--- config.mk ---
export PLATFORM = sky130hd
export DESIGN_NAME = uart_rx_flat
export DESIGN_NICKNAME = d
export VERILOG_FILES = /design/src/rtl/uart_rx_if.sv /design/src/rtl/uart_rx.sv /design/src/flat_wrapper.sv
export SDC_FILE = /design/constraint.sdc
export NUM_CORES = 1
export LEC_CHECK = 0
export CORE_MARGIN = 2
export CORE_UTILIZATION = 35
export DETAILED_ROUTE_END_ITERATION = 6
export SETUP_SLACK_MARGIN = 0.2
export SLEW_MARGIN = 20
export SYNTH_ARGS = -nofsm -noshare
export SYNTH_HDL_FRONTEND = slang
export SYNTH_SLANG_ARGS = --single-unit
--- constraint.sdc ---
create_clock -name clk -period 2.25 [get_ports clk]
set_clock_uncertainty 0.05 [all_clocks]
set_input_delay 0.675 -clock clk [delete_from_list [all_inputs] [get_ports clk]]
set_output_delay 0.675 -clock clk [all_outputs]
set_load 0.01 [all_outputs]
--- src/rtl/uart_rx_if.sv ---
// Receive-side bus of uart_rx: received byte, its strobe and the error pulses.
// parity_err exists only when UART_RX_PARITY_EN is defined.
interface uart_rx_if;
  logic [7:0] uart_data;
  logic       uart_data_stb;
  logic       frame_err;
`ifdef UART_RX_PARITY_EN
  logic       parity_err;
`endif

`ifdef UART_RX_PARITY_EN
  modport master (output uart_data, output uart_data_stb, output frame_err, output parity_err);
  modport slave  (input  uart_data, input  uart_data_stb, input  frame_err, input  parity_err);
`else
  modport master (output uart_data, output uart_data_stb, output frame_err);
  modport slave  (input  uart_data, input  uart_data_stb, input  frame_err);
`endif
endinterface

--- src/rtl/uart_rx.sv ---
// 8N1 UART receiver with 2-flop synchronizer and mid-bit sampling.
// Optional even parity (8E1) when UART_RX_PARITY_EN is defined.
//
// state    | meaning
// S_IDLE   | line idle, waiting for a 1->0 edge of rx_s
// S_START  | timing to the middle of the start bit, rejects glitches
// S_DATA   | sampling 8 data bits LSB first
// S_PARITY | sampling the even-parity bit (parity builds only)
// S_STOP   | sampling the stop bit, publishing byte or error
// S_BREAK  | line held low after a framing error, waiting for high
module uart_rx #(
  parameter int CLKS_PER_BIT = 104
) (
  input  logic      clk,
  input  logic      rst,
  input  logic      rx,
  uart_rx_if.master bus
);

  localparam int TW = $clog2(CLKS_PER_BIT);
  localparam logic [TW-1:0] HALF_TC = TW'(CLKS_PER_BIT / 2 - 1);
  localparam logic [TW-1:0] FULL_TC = TW'(CLKS_PER_BIT - 1);

  localparam logic [2:0] S_IDLE   = 3'd0;
  localparam logic [2:0] S_START  = 3'd1;
  localparam logic [2:0] S_DATA   = 3'd2;
  localparam logic [2:0] S_PARITY = 3'd3;
  localparam logic [2:0] S_STOP   = 3'd4;
  localparam logic [2:0] S_BREAK  = 3'd5;

  logic          rx_meta;
  logic          rx_s;
  logic          rx_s_d;
  logic [2:0]    state;
  logic [TW-1:0] bit_timer;
  logic [2:0]    bit_cnt;
  logic [7:0]    shift_reg;
  logic          half_tc;
  logic          full_tc;
`ifdef UART_RX_PARITY_EN
  logic          parity_bad;
`endif

  assign half_tc = (bit_timer == HALF_TC);
  assign full_tc = (bit_timer == FULL_TC);

  // Synchronizer resets to the idle level so reset release never looks like a start edge.
  always_ff @(posedge clk or negedge rst) begin
    if (!rst) begin
      rx_meta <= 1'b1;
      rx_s    <= 1'b1;
      rx_s_d  <= 1'b1;
    end else begin
      rx_meta <= rx;
      rx_s    <= rx_meta;
      rx_s_d  <= rx_s;
    end
  end

  always_ff @(posedge clk or negedge rst) begin
    if (!rst) begin
      state             <= S_IDLE;
      bit_timer         <= '0;
      bit_cnt           <= '0;
      shift_reg         <= '0;
      bus.uart_data     <= '0;
      bus.uart_data_stb <= 1'b0;
      bus.frame_err     <= 1'b0;
`ifdef UART_RX_PARITY_EN
      bus.parity_err    <= 1'b0;
      parity_bad        <= 1'b0;
`endif
    end else begin
      bus.uart_data_stb <= 1'b0;
      bus.frame_err     <= 1'b0;
`ifdef UART_RX_PARITY_EN
      bus.parity_err    <= 1'b0;
`endif
      case (state)
        S_IDLE: begin
          bit_timer <= '0;
          bit_cnt   <= '0;
          if (rx_s_d && !rx_s)
            state <= S_START;
        end

        S_START: begin
          if (half_tc) begin
            bit_timer <= '0;
            state     <= rx_s ? S_IDLE : S_DATA;
          end else begin
            bit_timer <= bit_timer + TW'(1);
          end
        end

        S_DATA: begin
          if (full_tc) begin
            bit_timer <= '0;
            shift_reg <= {rx_s, shift_reg[7:1]};
            bit_cnt   <= bit_cnt + 3'd1;
            if (bit_cnt == 3'd7) begin
`ifdef UART_RX_PARITY_EN
              state <= S_PARITY;
`else
              state <= S_STOP;
`endif
            end
          end else begin
            bit_timer <= bit_timer + TW'(1);
          end
        end

`ifdef UART_RX_PARITY_EN
        S_PARITY: begin
          if (full_tc) begin
            bit_timer  <= '0;
            parity_bad <= rx_s ^ (^shift_reg);
            state      <= S_STOP;
          end else begin
            bit_timer <= bit_timer + TW'(1);
          end
        end
`endif

        S_STOP: begin
          if (full_tc) begin
            bit_timer <= '0;
            // A low stop bit outranks a parity mismatch.
            if (!rx_s) begin
              bus.frame_err <= 1'b1;
              state         <= S_BREAK;
`ifdef UART_RX_PARITY_EN
            end else if (parity_bad) begin
              bus.parity_err <= 1'b1;
              state          <= S_IDLE;
`endif
            end else begin
              bus.uart_data     <= shift_reg;
              bus.uart_data_stb <= 1'b1;
              state             <= S_IDLE;
            end
          end else begin
            bit_timer <= bit_timer + TW'(1);
          end
        end

        S_BREAK: begin
          bit_timer <= '0;
          if (rx_s)
            state <= S_IDLE;
        end

        default: state <= S_IDLE;
      endcase
    end
  end

endmodule

--- src/flat_wrapper.sv ---
// flat-port wrapper written by rule: the top's interface ports become plain ports
module uart_rx_flat 
#(
  parameter int CLKS_PER_BIT = 104
)
  (clk, rst, rx, bus_uart_data, bus_uart_data_stb, bus_frame_err);
  uart_rx_if bus_i ();
  input  logic clk;
  input  logic rst;
  input  logic rx;
  output wire logic [$bits(bus_i.uart_data)-1:0] bus_uart_data;
  output wire logic [$bits(bus_i.uart_data_stb)-1:0] bus_uart_data_stb;
  output wire logic [$bits(bus_i.frame_err)-1:0] bus_frame_err;
  assign bus_uart_data = bus_i.uart_data;
  assign bus_uart_data_stb = bus_i.uart_data_stb;
  assign bus_frame_err = bus_i.frame_err;
  uart_rx #(.CLKS_PER_BIT(CLKS_PER_BIT)) u_core (.clk(clk), .rst(rst), .rx(rx), .bus(bus_i));
endmodule
==> results.md <==
- HPWL Detailed: between 2 and 2.5 mm
- Synthesized instance count: between 100 and 150
- Critical R2R Launch: u_core.bit_timer[0]
- Post-route ant nets: 0
- WL per Instance: about 16 um
- Hold crit path type: flop to flop
- R2R cell count: 5
- TritonCTS clock tree: built
- Hold depth: 0
- Placed cell area: around 1800 um2
- GRT Residual Overflow: 0
- Unique cell type count in the Yosys netlist: 39
- Ys async rst share: 100%
- Setup TNS: 0 ns
- Required @ worst endpoint: ~1.5 ns
- Commonest non-fill, non-tap cell in the layout: dfrtp_1
- Power Density: between 700 and 800 nW/um2
- Mapped Nets: between 100 and 150
- Ports: 13
- Post-CTS sizing: 0
- Vias in the first global route: about 1,100
- Core Box Area: ~4400 um2
- VDD IR-drop max: roughly 380 uV
- FF-to-FF setup slack: roughly 0.39 ns
- DR iter-0 viols: between 40 and 50
- Vias: between 1,000 and 1,500
- CP bufs+invs: 1
- Sequential area share after synthesis: 52.6%
- Setup Fix Bufs, Post-CTS: 0
- Initial Util: roughly 37%
- Setup-failing EPs final: 0
- Slew headroom: between 60% and 70%
- Via density: approximately 5.6
- Status: complete, no violations
- Ys Warns: 0
- Number of synthesized register bits: 34
- CTS clk-pin slew, worst paths: 0.07 ns
- Hold_ws: 0.307 ns
- Top Family by Delay on Critical Path: buffers and inverters
- Yosys top cell area share: between 40% and 50%
- TritonCTS Sinks: 34
- RSZ-0062 raised after global routing: no
- Critical path, cell by cell: clkdlybuf4s50_1
- Cell Rows: 24
- Crit path capture: bus_uart_data[6]
- GRT Total Usage: 13.1%
- Drc violations: 0
- Critical Path AT: approximately 1.2 ns
- Total power draw: ~0.0014 W
- Clock period minus worst slack: 1.90 ns
- Placer Congestion: between 0.7 and 0.8
- Total Routed Length: slightly above 3 mm
- CP max-delay cell: clkdlybuf4s50_1
- CTS root buffer: clkbuf_8
- Syn-to-layout area delta: 16.1%
- Input/output buffers: 12
- Post-synth EDFFs: 0
- Pleak: a little over 0.8 nW
- Critical Path Stages: 1
- Synth area leader: dfrtp_1
- CP Max Fanout: 2
- Worst-Margin Slew: between 0.5 and 0.6 ns
- MaxCap Viol Count: 0
- Fin. max-slew vios: 0
- Layout cells sized above 1: between 20% and 30%
- Mean Syn Cell Area: around 12 um2
- Fmax: about 530 MHz
- ANT cells: 0
- First-pass GRT wire length: between 5 and 6 mm
- Number of CTS-inserted buffers: 5
- Drt first pass iters: 4
- Post-CTS Hold Buffers: 0
- Initial antenna violation count: 0
- Final Hold Viols: 0
- Die span in x: about 70 um
- Setup CP Type: flop to output port
- Mapped Area: 1620 um2
- Clock Path Buffers: 2
- Commonest cells after routing, fill and taps aside: 31 x dfrtp_1, 16 x mux2_2, 12 x clkdlybuf4s50_1, 8 x nand2_1
- Max stage delay on crit path: roughly 0.55 ns
- Crit. End Element: output port
- Top_reg_cell synth: dfrtp_1
- Final instance area: roughly 1900 um2
- Crit path launch: u_core.bus.uart_data[6]
- Nets: around 150
- Worst reg2reg endpoint: u_core.shift_reg[7]
- DIE AREA: about 5200 um2
- Tcrit/Tclk final: 84.5%
- Area contributors post-synth: dfrtp_1 48%, mux2_2 11%, dfstp_2 4.9%, a32oi_1 3.2%, nor4_4 2.6%
- Die H: 72.1 um
- Largest net degree at the start of global routing: 35
- H-tree levels: 2
- Crit start category: flop
- Clock latency on the worst-skew pair: roughly 0.28 ns
- Final core occ: a little over two fifths
==> cells by family after synthesis <==
logic type               Yosys count  share of synthesized area, %
AO/OA/AOI/OAI                     28                          12.5
multiplexers                      16                          11.1
flip-flops                        34                          52.6
AND/OR/NAND/NOR                   40                          17.5
buffers and inverters              9                          3.47
XOR/XNOR                           1                         0.539
adder cells (fa/ha/maj)            3                          2.31
==> through the flow <==
| stage | cells | setup WS (ns) |
|---|---|---|
| 2_1_floorplan | 131 | 0.451 |
| 3_3_place_gp | 192 | 0.456 |
| 3_5_place_dp | 192 | 0.397 |
| 4_1_cts | 200 | 0.331 |
| 5_1_grt | 200 | 0.268 |
| 6_report | 200 | 0.348 |
==> Yosys cell counts (2+ instances only) <==
master	number
o221ai_1	2
o21ai_0	5
dfrtp_1	31
or4_1	3
dfstp_2	3
clkbuf_1	4
nand3_1	3
a32oi_1	6
nand2_1	8
nand2b_1	3
nor2_1	3
o31ai_1	3
buf_6	3
nand3b_1	2
nor2b_1	4
a21oi_1	2
nor4_4	2
nand4_1	4
ha_1	3
mux2_2	16
o211ai_1	2
inv_1	2
==> final cells by class <==
cell class              instances  area, um2
fillers                       407       2530
flip-flops and latches         34        855
multi-input cells              88        713
repair buffers                 16        150
clock buffers                   6       82.6
well taps                      52       65.1
clock inverters                 2       12.5
inverters                       2       7.51
==> worst min path at each step <==
stage,slack (ns),to,startpoint
after detailed placement,0.30,u_core.rx_s,u_core.rx_meta
after CTS,0.31,u_core.rx_s,u_core.rx_meta
after global placement,0.30,u_core.rx_s,u_core.rx_meta
after floorplan,0.30,u_core.rx_s,u_core.rx_meta
after global routing,0.31,u_core.rx_s,u_core.rx_meta
final,0.31,u_core.rx_s,u_core.rx_meta
==> per-layer routing <==
| layer | wire length, um | GRT usage [%] | vias up |
|---|---|---|---|
| li1 | - | - | 534 |
| met4 | 7 | 2.52 | 0 |
| met1 | 1420 | 17.2 | 555 |
| met3 | 163 | 5.69 | 2 |
| met5 | 0 | 0 | - |
| met2 | 1510 | 20.2 | 26 |
==> power by group <==
group	switching [W]	total (W)	internal [W]	leakage, nW
combinational	0.0000810	0.000155	0.0000736	0.321
clock	0.000219	0.000465	0.000246	0.0472
sequential	0.0000737	0.000734	0.000660	0.454
(Power assumes the default switching activity.)
